$ cat config.mk
export PLATFORM = sky130hd
export DESIGN_NAME = mem_access_stage
export DESIGN_NICKNAME = d
export VERILOG_FILES = /design/src/rtl/mem_access_stage_pkg.sv /design/src/rtl/mem_access_stage_timeout_ctr.sv /design/src/rtl/mem_access_stage.sv
export SDC_FILE = /design/constraint.sdc
export NUM_CORES = 1
export LEC_CHECK = 0
export ABC_AREA = 1
export CELL_PAD_IN_SITES_DETAIL_PLACEMENT = 0
export CELL_PAD_IN_SITES_GLOBAL_PLACEMENT = 1
export CORE_AREA = 2 2 123 155
export DETAILED_ROUTE_END_ITERATION = 6
export DIE_AREA = 0 0 125 157
export GPL_TIMING_DRIVEN = 0
export PLACE_DENSITY = 0.95
export SLEW_MARGIN = 20
export SYNTH_ARGS = -nofsm -noshare
export SYNTH_HDL_FRONTEND = slang
export SYNTH_SLANG_ARGS = --single-unit
$ cat constraint.sdc
create_clock -name CLK -period 6.8 [get_ports CLK]
set_clock_uncertainty 0.1 [all_clocks]
set_input_delay 1.7 -clock CLK [delete_from_list [all_inputs] [get_ports CLK]]
set_output_delay 1.7 -clock CLK [all_outputs]
set_load 0.02 [all_outputs]
$ cat src/rtl/mem_access_stage_pkg.sv
// Shared types and constants for the MEM-stage access controller.
package mem_access_stage_pkg;

  typedef enum logic [1:0] {
    S_IDLE = 2'd0,
    S_WAIT = 2'd1,
    S_DONE = 2'd2
  } state_t;

  localparam logic [31:0] WORD_ALIGN_MASK = 32'hFFFF_FFFC;

endpackage

$ cat src/rtl/mem_access_stage_timeout_ctr.sv
// Wait-cycle counter for an outstanding memory access; tc flags the last allowed cycle.
module mem_timeout_ctr #(
  parameter int TIMEOUT_CYCLES = 16
) (
  input  logic CLK,
  input  logic RESET,
  input  logic clr,
  input  logic en,
  output logic tc
);

  localparam int CW = $clog2(TIMEOUT_CYCLES) + 1;

  logic [CW-1:0] count;

  always_ff @(posedge CLK or posedge RESET) begin
    if (RESET)
      count <= '0;
    else if (clr)
      count <= '0;
    else if (en)
      count <= count + CW'(1);
  end

  assign tc = (count == CW'(TIMEOUT_CYCLES - 1));

endmodule

$ cat src/rtl/mem_access_stage.sv
// MEM pipeline stage: issues word loads/stores over a req/ready handshake and
// stalls the upstream pipeline until the access completes or times out.
module mem_access_stage
  import mem_access_stage_pkg::*;
#(
  parameter int          TIMEOUT_CYCLES = 16,
  parameter logic [31:0] ERR_DATA       = 32'hDEADBEEF
) (
  input  logic        CLK,
  input  logic        RESET,
  input  logic        RegWrite_in,
  input  logic        MemtoReg_in,
  input  logic        MemWrite_in,
  input  logic        Branch_in,
  input  logic        zero_in,
  input  logic [31:0] C_in,
  input  logic [31:0] WriteData_in,
  input  logic [4:0]  WriteReg_in,
  input  logic [31:0] PCBranch_in,
  output logic        MEM_REQ,
  output logic        MEM_WE,
  output logic [31:0] MEM_ADDR,
  output logic [31:0] MEM_WDATA,
  input  logic        MEM_READY,
  input  logic [31:0] MEM_RDATA,
  output logic        RegWrite_out,
  output logic        MemtoReg_out,
  output logic [31:0] C_out,
  output logic [31:0] ReadData_out,
  output logic [4:0]  WriteReg_out,
  output logic        PCSrc,
  output logic [31:0] PCBranch_out,
  output logic        STALL,
  output logic        TIMEOUT_ERR,
  output logic        ALIGN_ERR
);

  state_t      state;
  logic [31:0] rdata_q;
  logic        wait_tc;
  logic        access;
  logic        misalign;

  assign access   = MemtoReg_in | MemWrite_in;
  assign misalign = access & ((C_in & ~WORD_ALIGN_MASK) != 32'd0);

  mem_timeout_ctr #(
    .TIMEOUT_CYCLES(TIMEOUT_CYCLES)
  ) u_timeout_ctr (
    .CLK   (CLK),
    .RESET (RESET),
    .clr   (state == S_IDLE),
    .en    (state == S_WAIT),
    .tc    (wait_tc)
  );

  always_ff @(posedge CLK or posedge RESET) begin
    if (RESET) begin
      state       <= S_IDLE;
      MEM_REQ     <= 1'b0;
      MEM_WE      <= 1'b0;
      MEM_ADDR    <= 32'd0;
      MEM_WDATA   <= 32'd0;
      rdata_q     <= 32'd0;
      TIMEOUT_ERR <= 1'b0;
      ALIGN_ERR   <= 1'b0;
    end else begin
      case (state)
        S_IDLE: begin
          if (access) begin
            if (misalign) begin
              ALIGN_ERR <= 1'b1;
            end else begin
              state     <= S_WAIT;
              MEM_REQ   <= 1'b1;
              MEM_WE    <= MemWrite_in;
              MEM_ADDR  <= C_in & WORD_ALIGN_MASK;
              MEM_WDATA <= WriteData_in;
            end
          end
        end
        S_WAIT: begin
          // A READY arriving on the terminal cycle still counts as success.
          if (MEM_READY) begin
            if (!MEM_WE)
              rdata_q <= MEM_RDATA;
            MEM_REQ <= 1'b0;
            state   <= S_DONE;
          end else if (wait_tc) begin
            rdata_q     <= ERR_DATA;
            TIMEOUT_ERR <= 1'b1;
            MEM_REQ     <= 1'b0;
            state       <= S_DONE;
          end
        end
        S_DONE:  state <= S_IDLE;
        default: state <= S_IDLE;
      endcase
    end
  end

  // DONE drops the stall for one cycle so MEM_WB captures the result.
  assign STALL = (state == S_WAIT) | ((state == S_IDLE) & access & ~misalign);

  assign RegWrite_out = RegWrite_in & ~STALL & ~(misalign & MemtoReg_in);
  assign MemtoReg_out = MemtoReg_in;
  assign C_out        = C_in;
  assign WriteReg_out = WriteReg_in;
  assign ReadData_out = (state == S_DONE) ? rdata_q : 32'd0;

  assign PCSrc        = Branch_in & zero_in;
  assign PCBranch_out = PCBranch_in;

endmodule
Word level (Yosys, flattened, before mapping) --
Index checks and enable logic that the tools add are counted.
Storage, ports and cells: register bits 105, input bits 141, output and inout port bits 173
Cells by class: add/sub/neg operators 1, eq/ne operators 7, mux-type cells 16, bitwise operators 13, reduce and logical (&&, ||, !) cells 10
Operator list (count):
- 32-bit two-way mux | 4
- 32-bit nonzero test | 1
- 3-bit AND reduction | 5
- 5-bit two-way mux | 2
- 2-bit two-way mux | 4
- 1-bit bitwise AND | 7
- 2-bit inequality test, second input constant | 3
- 5-bit by 1-bit adder with 5-bit output, second input constant | 1
- 5-bit by 4-bit equality test with 1-bit output, second input constant | 1
- 1-bit two-way mux | 4
- 1-bit NOT | 4
- 2-bit one-hot mux with 2 select lines | 1
- 4-bit AND reduction | 1
- 2-bit nonzero test | 2
- 3-bit inequality test, second input constant | 1
- 2-bit by 1-bit equality test with 1-bit output, second input constant | 1
- 2-bit equality test, second input constant | 1
- 2-bit zero test | 1
- 1-bit bitwise OR | 2
- 1-bit one-hot mux with 2 select lines | 1

Depth between registers and ports, before layout --
depth in word-level cells 8, depth in mapped cells 11, gate-level depth less buffers 11

Cells and area by module --
From an unflattened synthesis, not the netlist that was laid out.
Second synthesis, totals: cell total of the unflattened synthesis 594, area total of the unflattened synthesis 5331.4 µm²
Modules (own cells, without submodules):
- mem_access_stage | instances 1, cells an instance 562, area each 5063.6 µm²
- mem_timeout_ctr | instances 1, cells an instance 32, area each 267.8 µm²

Worst setup path after synthesis --
No wires, ideal clock.
path kind input-to-output, start point input port C_in[0], end point output port RegWrite_out, arrival time 2568 ps, setup slack 2432 ps, cell stages on the path 7, buffers on the path 1, path through inv_1 > nand2_1 > inv_1 > nand3_2 > buf_4 > nand2_1 > nor2_1
Between the ends: cells in the longest elaborated chain, start to end 8, elaborated cells between the ends (all ways) 10
RTL lines:
- start: declaration | RTL line mem_access_stage.sv:16 | input logic [31:0] C_in,
- 32-bit nonzero test | RTL line mem_access_stage.sv:45 | assign misalign = access & ((C_in & ~WORD_ALIGN_MASK) != 32'd0);
- 1-bit bitwise AND | RTL line mem_access_stage.sv:45
- 1-bit NOT (no line)
- 1-bit bitwise AND | RTL line mem_access_stage.sv:103 | assign STALL = (state == S_WAIT) | ((state == S_IDLE) & access & ~misalign);
- 1-bit bitwise OR | RTL line mem_access_stage.sv:103
- named net STALL | RTL line mem_access_stage.sv:33 | output logic STALL,
- 1-bit NOT | RTL line mem_access_stage.sv:105 | assign RegWrite_out = RegWrite_in & ~STALL & ~(misalign & MemtoReg_in);
- 1-bit bitwise AND (2 in series) | RTL line mem_access_stage.sv:105
- end: declaration | RTL line mem_access_stage.sv:26 | output logic RegWrite_out,
The timed path passes the listed nets, and every way through them passes these cells.

Worst setup path after layout --
start point input port C_in[0], end point output port RegWrite_out
Between the ends: cells in the longest elaborated chain, start to end 8, elaborated cells between the ends (all ways) 10
RTL lines (RTL line):
- 32-bit nonzero test * | mem_access_stage.sv:45
- 1-bit bitwise AND * | mem_access_stage.sv:45
- 1-bit NOT (no line)
- 1-bit bitwise AND | mem_access_stage.sv:103
- 1-bit bitwise OR | mem_access_stage.sv:103
- 1-bit NOT | mem_access_stage.sv:105
- 1-bit bitwise AND | mem_access_stage.sv:105
- 1-bit bitwise AND * | mem_access_stage.sv:105
Mark *: on every way between the ends. The rest lies on a longest branch, timed or not.

==> metrics.csv <==
metric,value,unit
status,"complete, no violations",
Synth Warn #,0,
CTS tree,done,
post-route ant nets,0,
synthesized flop and latch total,105,
crit-path cells,"clkdlybuf4s50_1, inv_1, nand2_1, inv_1, nand3_2, buf_4, nand2_1, nor2_1, clkdlybuf4s50_1",
router iterations before antenna repair,4,
top area cells in the synthesized netlist,"dfrtp_1 53%, buf_4 12%, inv_1 8.2%, o21ai_1 6.1%, nand2_1 6.0%",
Leak,3.98,nW
worst-case clock buffer depth,2,
global-route usage over all layers,0.149,
met2 GRT Util,0.261,
layer with the highest usage,met2,
CTS HTree Levels,3,
Initial DRC Count,176,
Die X,125,um
Die ar.,19600,um2
CTS Hold Bufs,0,
WP data required,5.00,ns
clock slew at reported path FFs,0.08,ns
"Seq/Total Area, Yosys",0.526,
Post-Syn Area,5000,um2
Worst-Skew Late Latency,0.34,ns
Max Transition Viols Final,0,
endpoints failing hold,0,
# Max-Cap Violations,0,
post-cts resize count,0,
Worst Path Max Fanout,10,
DP HPWL,11700,um
Core Footprint,18000,um2
vias in the first global route,4569,
drt via density,4.19,
f_max,192,MHz
"commonest non-fill, non-tap cell in the layout",clkdlybuf4s50_1,
Slew HR,0.664,
min-delay worst type,reg2reg,
DR DRC count,0,
dominant cell type by area after synthesis,dfrtp_1,
area occupied by multi-input gates,1250,um2
final net count,1008,
# setup viols final,0,
grt total ovfl,0,
drt wl/cell,13.6,um
Max IR drop VDD,0.138,mV
Setup CP Type,in2out,
# clock sinks,105,
drt total wl,14900,um
RSZ-0062 raised after global routing,no,
Max stage delay on crit path,0.61,ns
Synth Area per Inst,8.65,um2
CP max-delay cell,clkdlybuf4s50_1,
met1 Track Usage GR,0.172,
Initial Util,0.277,
count of filler cells inserted in the layout,1747,
post-route clock period utilization,0.767,
startpoint types,input port,
register area,2630,um2
post-CTS setup buffer count,0,
crit path time final,5.22,ns
Pwr Density,266,nW/um2
gpl congestion,0.780,
post-synth cell types,26,
CP arrival,3.42,ns
CP endpoint kind,primary output,
# IOs,314,
largest net degree at the start of global routing,60,
"commonest non-fill, non-tap cells in the layout","274 x clkdlybuf4s50_1, 108 x inv_1, 105 x dfrtp_1",
WP buf/inv,5,
Die H,157,um
Yosys top cell area share,0.526,
Row Count,55,
setup TNS,0,ns
first-pass GRT wire length,23400,um
global routing usage on met3,0.0449,
Syn Inst Count,578,
Synth-to-Final Area Change,67.1,%
Inserted Clock Buffers,9,
initial antenna violation count,0,
worst slew pin tran,0.505,ns
"CP delay by family, top",buffers and inverters,
share of layout cells above drive strength 1,0.136,
n_diodes,0,
utilization after layout,0.463,
vias,4593,
port buffer count,274,
clk root buf,clkbuf_16,
==> worst paths after layout <==
kind | start | end | slack, ns | cells past startpoint
setup / recovery | C_in[0] | RegWrite_out | 1.58 | 9
min in group asynchronous | RESET | rdata_q[6]$_DFFE_PP0P_ | 1.67 | 2
hold reg to reg | MEM_REQ$_DFFE_PP0P_ | MEM_REQ$_DFFE_PP0P_ | 0.38 | 2
hold / removal | MEM_REQ$_DFFE_PP0P_ | MEM_REQ$_DFFE_PP0P_ | 0.38 | 2
max in group asynchronous | RESET | MEM_ADDR[31]$_DFFE_PP0P_ | 4.28 | 3
setup reg to reg | u_timeout_ctr.count[0]$_DFFE_PP0P_ | rdata_q[4]$_DFFE_PP0P_ | 4.88 | 9
==> logic make-up (layout without fill, tap and decap cells) <==
family | Yosys count | count (layout) | synth area share
fa+ha+maj | 2 | 2 | 0.00500
simple gates | 136 | 136 | 0.115
compound gates | 126 | 126 | 0.129
other cells | 1 | 2 | 0.000750
buf+inv | 208 | 497 | 0.225
flops | 105 | 105 | 0.526
==> cell type report <==
class | instances | area share
repair buffers | 275 | 0.332
clock buffers | 9 | 0.0270
well taps | 228 | 0.0342
clock inverters | 5 | 0.00764
multi-input cells | 266 | 0.149
flip-flops and latches | 105 | 0.315
inverters | 110 | 0.0500
plain buffers | 98 | 0.0855
==> metrics by stage <==
stage | instances | cell area, um2 | hold WS (ns) | worst slack [ns] | power (mW)
final | 1096 | 8350 | 0.380 | 1.58 | 2.22
after global routing | 1096 | 8350 | 0.406 | 1.43 | 2.36
after CTS | 1096 | 8350 | 0.387 | 1.55 | 2.25
after detailed placement | 1082 | 8060 | 0.368 | 1.55 | 1.72
after global placement | 1081 | 8030 | 0.349 | 0.478 | 1.70
after floorplan | 579 | 5000 | 0.368 | 2.24 | 1.30
==> metal layers <==
layer / wire length, um / vias up
met5: 0 / -
met4: 202 / 0
met3: 1340 / 12
met2: 7570 / 207
met1: 5790 / 2106
li1: - / 2268
==> synthesized netlist by cell type <==
| library cell | instances |
|---|---|
| inv_1 | 109 |
| dfrtp_1 | 105 |
| nand2_1 | 80 |
| buf_4 | 77 |
| o21ai_1 | 61 |
| o21ai_0 | 59 |
| nor2_1 | 37 |
| buf_2 | 10 |
| nand3_1 | 8 |
| buf_6 | 6 |
| clkbuf_1 | 5 |
| nor3_1 | 3 |
| a21oi_1 | 2 |
| a31o_2 | 2 |
| ha_1 | 2 |
| nor2_4 | 2 |
| a22o_1 | 1 |
| conb_1 | 1 |
| inv_2 | 1 |
| nand2_2 | 1 |
| nand3_2 | 1 |
| nand4_1 | 1 |
| nor2_2 | 1 |
| nor2_8 | 1 |
| nor3b_1 | 1 |
| o22ai_1 | 1 |
==> worst min-delay path: stages (launching register included) <==
cell and delay, ns:
dfrtp_1 0.35, nand2_1 0.05, nand2_1 0.05
==> registers in the layout (all words and copies together) (netlist names) <==
signal and flops:
TIMEOUT_ERR 1, ALIGN_ERR 1, MEM_REQ 1, MEM_WDATA 32, u_timeout_ctr.count 5, MEM_WE 1
state 2, rdata_q 32, MEM_ADDR 30
==> report_power, final <==
part	switching (mW)	internal [mW]
clock network	0.235	0.286
registers	0.0788	0.803
logic	0.421	0.396
(Power assumes the default switching activity.)
